### src/rtl/ctr_seq_checker_sat_counter.sv
// ---------------------------------------------------------------------------
// sat_counter
// Up-counter with optional saturation at all-ones.
// Ports:
//   clk    : clock, rising edge
//   rst_n  : asynchronous active-low reset, clears the count
//   clr    : synchronous clear (priority over inc)
//   inc    : increment request for this cycle
//   sat_en : 1 = hold at all-ones, 0 = roll over to zero
//   value  : current count (registered)
// ---------------------------------------------------------------------------
module sat_counter #(
    parameter int WIDTH = 8
) (
    input  logic             clk,
    input  logic             rst_n,
    input  logic             clr,
    input  logic             inc,
    input  logic             sat_en,
    output logic [WIDTH-1:0] value
);

    logic [WIDTH-1:0] cnt_q, cnt_d;

    always_comb begin
        cnt_d = cnt_q;
        if (clr) begin
            cnt_d = '0;
        end else if (inc) begin
            if (!(sat_en && (cnt_q == {WIDTH{1'b1}}))) begin
                cnt_d = cnt_q + WIDTH'(1);
            end
        end
    end

    always_ff @(posedge clk or negedge rst_n) begin
        if (!rst_n) begin
            cnt_q <= '0;
        end else begin
            cnt_q <= cnt_d;
        end
    end

    assign value = cnt_q;

endmodule

### config.mk
export PLATFORM = sky130hd
export DESIGN_NAME = sat_counter
export DESIGN_NICKNAME = d
export VERILOG_FILES = /design/src/rtl/ctr_seq_checker_sat_counter.sv
export SDC_FILE = /design/constraint.sdc
export NUM_CORES = 1
export LEC_CHECK = 0
export CORE_AREA = 2 2 39 41
export CTS_BUF_LIST = sky130_fd_sc_hd__clkbuf_2 sky130_fd_sc_hd__clkbuf_4 sky130_fd_sc_hd__clkbuf_8
export CTS_CLUSTER_DIAMETER = 30
export DETAILED_ROUTE_END_ITERATION = 10
export DIE_AREA = 0 0 41 43
export GPL_TIMING_DRIVEN = 0
export SETUP_SLACK_MARGIN = 0.05
export SYNTH_ARGS = -nofsm -noshare
export SYNTH_HDL_FRONTEND = slang
export SYNTH_SLANG_ARGS = --single-unit
### constraint.sdc
create_clock -name clk -period 3.4 [get_ports clk]
set_input_delay 0.34 -clock clk [delete_from_list [all_inputs] [get_ports clk]]
set_output_delay 0.34 -clock clk [all_outputs]
set_load 0.02 [all_outputs]
* Word level (Yosys, flattened, before mapping)
Index checks and enable logic that the tools add are counted.
Cells by class: multiplexer cells 3, reductions and logical operators 3, $add $sub $neg 1, equal/unequal tests 2
Operator list (count):
- 8-bit two-way mux | 3
- 8-bit by 1-bit adder with 8-bit output, second input constant | 1
- 8-bit == test, second input constant | 1
- 2-bit inequality test, second input constant | 1
- 2-bit AND reduction | 1
- 2-bit nonzero test | 1
- 1-bit logical AND | 1
Word-level totals: register bits 8, word-level logic and storage cells 10

* Depth between registers and ports, before layout
Gate-level depths: netlist (run 1).
depth in word-level cells 5, depth in mapped cells 4, gate-level depth less buffers 4

* Worst setup path after synthesis (run 1)
OpenSTA, ideal clock, no wires.
path type reg-to-reg, from reg cnt_q[0], in the netlist value[0], to reg cnt_q[0], in the netlist value[0], buffers on the path 0, period minus slack after synthesis 1.562 ns, slack 1.838 ns, data required time 3.275 ns, data arrival time 1.436 ns, stages on the path, launching flop included 5, path through dfrtp_1 -> ha_1 -> and4_2 -> a21boi_4 -> mux2_4
On the way: longest elaborated chain between the ends 4, elaborated cells between the ends (all ways) 8, those cells by class add/sub: 1; eq/ne: 2; mux: 3; reduce/logical: 2
Ends and longest elaborated chain:
- start: declaration | RTL line 23 | logic [WIDTH-1:0] cnt_q, cnt_d;
- start signal: assignment | RTL line 40 | cnt_q <= cnt_d;
- 8-bit by 1-bit adder with 8-bit output or 8-bit == test (tied branches) | RTL line 31, 30
- 8-bit two-way mux or 1-bit logical AND (tied branches) | RTL line 30 | if (!(sat_en && (cnt_q == {WIDTH{1'b1}}))) begin
- 8-bit two-way mux or 2-bit inequality test (tied branches)
- 8-bit two-way mux or 2-bit AND reduction (tied branches)
Several ways; a longest one is shown, not always the timed one. The select of a mux whose other input is x is not followed. A chain may end at the register's enable or synchronous reset.

* Worst setup path after layout (run 1)
from reg cnt_q[2], in the netlist value[2], to out value[2]
RTL lines:
- end: declaration | RTL line 20 | output logic [WIDTH-1:0] value
No word-level cell between the ends.

==> results by group, run 1 <==
Run status
  – Status: complete, no violations

Power and ir drop
  – Pint: 152.1 µW
  – NetSw: 47.62 µW
  – Combinational power share: 13.2%
  – Total power: 199.7 µW
  – Clk network pwr share: 36.0%
  – P per Cell Area: 302.8 nW/µm²
  – Sw frac: 23.85%
  – Lkg Pwr: 0.2664 nW
  – VDD IR max: 0.0001314 V
  – Sequential Power Share: 50.8%

Global route
  – Met3 usage: 3.141%
  – Number of global-route vias before repair: 400
  – GR Util met2: 20.00%
  – Initial antenna violation count: 0
  – First-pass GRT wire length: 1656 µm
  – Global route hottest layer: met2
  – GR Layer Usage met1: 18.69%
  – GRT Overall Usage: 14.04%
  – Total grt overflow: 0
  – Largest net degree at the start of global routing: 11

Routing
  – WL per Instance: 13.16 µm
  – First-pass DRT Iterations: 3
  – Via Count: 418
  – Avg Vias per Cell: 5.429
  – Drt total wl: 1013 µm
  – DRC errors left: 0
  – Drt initial violations: 6
  – Final ANT Viol Nets: 0

Finish
  – Final nets: 69
  – Layout fillers: 144
  – Layout Cells excl Fill: 77
  – Commonest non-fill, non-tap cell in the layout: clkdlybuf4s50_1
  – Diodes inserted: 0
  – Most frequent cells in the layout: clkdlybuf4s50_1, dfrtp_1, nor3_1, clkbuf_4
  – Sequential cell area: 200.2 µm²
  – Max reg flops: 8
  – Area growth syn-to-layout: 32.75%
  – Share of cells above drive strength 1: 16.39%
  – Multi-input combinational cell area: 281.5 µm²

STA
  – Total negative slack: 0 ns
  – Minimum clock period: 1.699 ns
  – Slew margin rel.: 72.81%
  – Layout Skew: 0.004725 ns
  – Fin Hold WS: 0.3679 ns
  – Worst slew pin tran: 0.4079 ns
  – Max Clk Rate: 588.4 MHz
  – RSZ-0062 raised after global routing: no
  – Period utilization: 49.98%
  – Final Slew Violations: 0
  – Final hold violation count: 0
  – Final Setup Violations: 0

CTS
  – TritonCTS clock tree: built
  – Post-CTS setup buffer count: 0
  – Clock Path Buffers: 2
  – CTS Sinks: 8
  – Post-CTS Hold Buffers: 0
  – CTS root buf: clkbuf_4
  – Clk slew on worst S/H paths: 0.06 ns
  – Worst-Skew Late Latency: 0.25 ns
  – H-Tree Depth: 1
  – Post_cts resized: 0
  – Total CTS buffers: 3

Floorplan
  – DIE WIDTH: 41 µm
  – CORE AREA: 1384 µm²
  – Die ar.: 1763 µm²
  – Die Ht: 43 µm
  – Site Rows: 14
  – Initial Util: 35.90%
  – Top Ports: 13

Synth
  – Avg Inst Size Synth: 10.80 µm²
  – Synthesized area: 496.7 µm²
  – Yosys cell types: 30
  – Post-synthesis instance total: 46
  – Yosys Warn Count: 0
  – Sequential fraction of the synthesis area: 40.30%
  – FF+latch count, synth: 8
  – Post-synthesis net count: 52

Place
  – Placed cell count: 74
  – Gpl congestion: 0.7239
  – I/O Buffers: 12
  – Dpl hpwl: 742.4 µm

Critical path
  – Required time of the critical path: 3.06 ns
  – Max FO, Critical Path: 8
  – Buffers plus inverters on the worst setup path: 1
  – Critical path type: reg2out
  – CP Cell Sequence: clkdlybuf4s50_1
  – Max stage delay on crit path: 0.65 ns
  – Crit. End Element: output port
  – Arrival time worst endpoint: 1.36 ns
  – Max stage delay cell, worst path: clkdlybuf4s50_1
  – Crit-path leading delay family: buffers and inverters
  – CP startpoint kind: flop

Worst hold path
  – Worst hold path class: in2async

Run
  – Maxcap violations: 0
==> power by group through the flow <==
stage	combinational (mW)	sequential, mW	clock [mW]
finish	0.0263	0.102	0.0718
global route	0.0288	0.102	0.0807
CTS	0.0269	0.102	0.0755
detailed placement	0.0267	0.103	0
global placement	0.0266	0.103	0
floorplan	0.00981	0.105	0
==> Yosys cell counts <==
| cell type | n | area (µm²) |
|---|---|---|
| a211oi_1 | 1 | 7.510 |
| a21boi_0 | 1 | 7.510 |
| a21boi_4 | 1 | 18.77 |
| a21oi_1 | 2 | 10.01 |
| a21oi_2 | 1 | 8.760 |
| a311oi_1 | 1 | 8.760 |
| a31oi_1 | 1 | 6.260 |
| a41oi_1 | 2 | 17.52 |
| and2_1 | 1 | 6.260 |
| and3_1 | 1 | 6.260 |
| and4_1 | 2 | 17.52 |
| and4_2 | 1 | 10.01 |
| and4bb_2 | 1 | 12.51 |
| buf_6 | 1 | 11.26 |
| clkbuf_1 | 1 | 3.750 |
| dfrtp_1 | 8 | 200.2 |
| ha_1 | 1 | 12.51 |
| mux2_4 | 2 | 30.03 |
| mux2i_1 | 1 | 10.01 |
| nand2_1 | 1 | 3.750 |
| nand2b_1 | 2 | 12.51 |
| nand3_1 | 1 | 5.000 |
| nand4_1 | 1 | 6.260 |
| nor2_1 | 2 | 7.510 |
| nor2b_1 | 2 | 12.51 |
| nor3_1 | 3 | 15.01 |
| nor4bb_1 | 1 | 10.01 |
| o21ai_0 | 1 | 5.000 |
| or2b_1 | 1 | 7.510 |
| or3_1 | 1 | 6.260 |
==> metrics by stage <==
step	area (µm²)	setup slack [ns]	util (%)
final	659.4	1.701	47.65
after global routing	659.4	1.652	47.65
after CTS	659.4	1.687	47.65
after detailed placement	636.9	1.722	46.02
after global placement	636.9	1.729	46.02
after floorplan	496.7	1.838	-
==> logic make-up (layout without fill, tap and decap cells) <==
logic type,after synthesis,in the layout,synth area share [%]
adders and majority gates,1,1,2.518
AOI/OAI and AO/OA,11,11,18.14
muxes,3,3,8.061
and+or+nand+nor,21,21,27.96
DFF,8,8,40.30
buffers and inverters,2,17,3.022
==> final cells by class <==
type / instances / share of cell area [%]
Buffer: 2 / 2.277
Sequential cell: 8 / 30.36
Timing Repair Buffer: 12 / 18.22
Tap cell: 16 / 3.036
Clock buffer: 3 / 3.416
Multi-Input combinational cell: 36 / 42.69
==> path summary, 6_finish.rpt <==
kind,to,start,cells past startpoint,slack [ns]
setup / recovery,value[2],value[2],1,1.70
min in group clk,value[1],value[1],2,0.62
hold reg to reg,value[1],value[1],2,0.62
max in group asynchronous,value[1],rst_n,1,2.77
setup reg to reg,value[0],value[0],4,1.83
hold / removal,value[4],rst_n,1,0.37
==> per-layer routing <==
layer | wire [µm] | part of all wire (%)
met5 | 0 | 0
met4 | 12 | 1.2
met3 | 35 | 3.5
met2 | 470 | 46
met1 | 494 | 49
No activity file was read; power rests on OpenSTA's default activity.
==> run 2, diff against run 1 <==
PLACE_DENSITY = 0.66   (was default)
clock period = 1.51 ns   (was 3.4 ns; I/O delays follow)
==> results by group, run 2 (same netlist as run 1, synthesis figures left out) <==
Run status
  – Status: complete, no violations (unchanged)

Critical path
  – Required time of the critical path: 1.36 ns (was 3.06 ns)
  – Buffers plus inverters on the worst setup path: 1 (unchanged)
  – Crit. End Element: output port (unchanged)
  – Max FO, Critical Path: 5 (was 8)
  – CP startpoint kind: flop (unchanged)
  – CP Cell Sequence: clkdlybuf4s50_1 (unchanged)
  – Max stage delay on crit path: 0.62 ns (was 0.65 ns)
  – Max stage delay cell, worst path: clkdlybuf4s50_1 (unchanged)
  – Critical path type: reg2out (unchanged)
  – Crit-path leading delay family: buffers and inverters (unchanged)
  – Arrival time worst endpoint: 1.26 ns (was 1.36 ns)

Global route
  – Number of global-route vias before repair: 388 (was 400)
  – Largest net degree at the start of global routing: 11 (unchanged)
  – First-pass GRT wire length: 1704 µm (was 1656 µm)
  – Initial antenna violation count: 0 (unchanged)
  – Total grt overflow: 0 (unchanged)
  – GRT Overall Usage: 14.40% (was 14.04%)

Routing
  – WL per Instance: 13.23 µm (was 13.16 µm)
  – Avg Vias per Cell: 5.525 (was 5.429)
  – Drt initial violations: 6 (unchanged)
  – Final ANT Viol Nets: 0 (unchanged)
  – Drt total wl: 1058 µm (was 1013 µm)
  – First-pass DRT Iterations: 4 (was 3)
  – Via Count: 442 (was 418)
  – DRC errors left: 0 (unchanged)

Place
  – Gpl congestion: 0.7434 (was 0.7239)
  – Dpl hpwl: 737.5 µm (was 742.4 µm)
  – I/O Buffers: 12 (unchanged)

Floorplan
  – Die ar.: 1763 µm² (unchanged)
  – Initial Util: 35.90% (unchanged)
  – Site Rows: 14 (unchanged)
  – CORE AREA: 1384 µm² (unchanged)
  – Top Ports: 13 (unchanged)
  – DIE WIDTH: 41 µm (unchanged)
  – Die Ht: 43 µm (unchanged)

CTS
  – Clock Path Buffers: 2 (unchanged)
  – Total CTS buffers: 3 (unchanged)
  – CTS root buf: clkbuf_4 (unchanged)
  – Worst-Skew Late Latency: 0.26 ns (was 0.25 ns)
  – TritonCTS clock tree: built (unchanged)
  – H-Tree Depth: 1 (unchanged)
  – Clk slew on worst S/H paths: 0.06 ns (about the same)
  – CTS Sinks: 8 (unchanged)

Finish
  – Share of cells above drive strength 1: 25.00% (was 16.39%)
  – Final Util: 50.63% (was 47.65%)
  – Area growth syn-to-layout: 41.06% (was 32.75%)
  – Max reg flops: 8 (unchanged)
  – Most frequent cells in the layout: dfrtp_1, clkdlybuf4s50_1, clkbuf_4, dlygate4sd2_1 (was clkdlybuf4s50_1, dfrtp_1, nor3_1, clkbuf_4)
  – Diodes inserted: 0 (unchanged)
  – Commonest non-fill, non-tap cell in the layout: dfrtp_1 (was clkdlybuf4s50_1)
  – Final nets: 71 (was 69)

STA
  – Final hold violation count: 0 (unchanged)
  – RSZ-0062 raised after global routing: no (unchanged)
  – Period utilization: 93.42%
  – Layout Skew: 0.003831 ns (was 0.004725 ns)
  – Minimum clock period: 1.411 ns
  – Max Clk Rate: 708.9 MHz
  – Final Slew Violations: 0 (unchanged)
  – Worst slew pin tran: 0.4141 ns (was 0.4079 ns)
  – Final Setup Violations: 0 (unchanged)
  – Total negative slack: 0 ns (unchanged)
  – Slew margin rel.: 72.40% (was 72.81%)

Worst hold path
  – Worst hold path class: in2async (unchanged)

Power and ir drop
  – Lkg Pwr: 0.3507 nW (was 0.2664 nW)
  – VDD IR max: 0.0003646 V (was 0.0001314 V)
  – P per Cell Area: 707.9 nW/µm² (was 302.8 nW/µm²)

Run
  – Maxcap violations: 0 (unchanged)
[run 2: changes by cell type in the layout (fill, tap and decap cells not counted), sizes merged]
| cell | before | now |
|---|---|---|
| dlygate4sd2 | 0 | 4 |
| clkbuf | 4 | 5 |
| dlymetal6s2s | 0 | 3 |
| clkdlybuf4s50 | 12 | 5 |
| buf | 1 | 3 |
[run 2: path summary, 6_finish.rpt]
| path | start | to | slack [ns] | depth (start not counted) |
|---|---|---|---|---|
| max | value[7] | value[7] | 0.1 | 1 |
| max reg2reg | value[1] | value[0] | 0.12 | 4 |
| min reg2reg | value[5] | value[5] | 0.64 | 2 |
| min in group clk | clr | value[3] | 0.62 | 3 |
| min | rst_n | value[3] | 0.17 | 1 |
| max in group asynchronous | rst_n | value[1] | 1.04 | 1 |
[run 2: power by group]
group | switching [mW] | internal, mW
Sequential | 0.00732 | 0.221
Combinational | 0.0331 | 0.0361
Clock | 0.0795 | 0.119
Total | 0.120 | 0.376
[run 2: area by class of cell]
class / count / area, µm²
buffer: 2 / 15.01
fill: 137 / 683.2
clock buffer: 4 / 30.03
multi-input combinational: 36 / 295.3
timing repair buffer: 14 / 137.6
tap: 16 / 20.02
sequential: 8 / 202.7
[run 2: repair_timing]
item	in CTS	in global routing
buffers inserted	1	1
pin swaps	0	1
resized for setup	4	4
setup endpoints to repair	6	5
hold buffers	0	0
[run 2: metrics by stage]
step / cell area (µm²) / instances / total power, mW / worst slack (ns) / hold slack (ns)
6_report: 700.7 / 80 / 0.4960 / 0.09940 / 0.1746
5_1_grt: 700.7 / 80 / 0.5220 / 0.06642 / 0.2006
4_1_cts: 684.4 / 79 / 0.4990 / 0.05176 / 0.1858
3_5_place_dp: 651.9 / 74 / 0.2986 / 0.01763 / 0.4625
3_3_place_gp: 651.9 / 74 / 0.2967 / 0.02727 / 0.4616
2_1_floorplan: 511.7 / 46 / 0.2633 / 0.05074 / -0.1446
[run 2: metal layers]
layer / up-vias / global-route usage (%) / share of wire [%]
met5: - / 0 / 0
met4: 0 / 8.000 / 1.1
met3: 2 / 3.141 / 5.0
met2: 12 / 17.81 / 45
met1: 212 / 22.08 / 49
li1: 216 / - / -
==> run 3, diff against run 2 <==
GPL_ROUTABILITY_DRIVEN = 0   (was default)
==> results of run 3 <==
No change in the layout: final DEF, timing and power equal those of run 2.
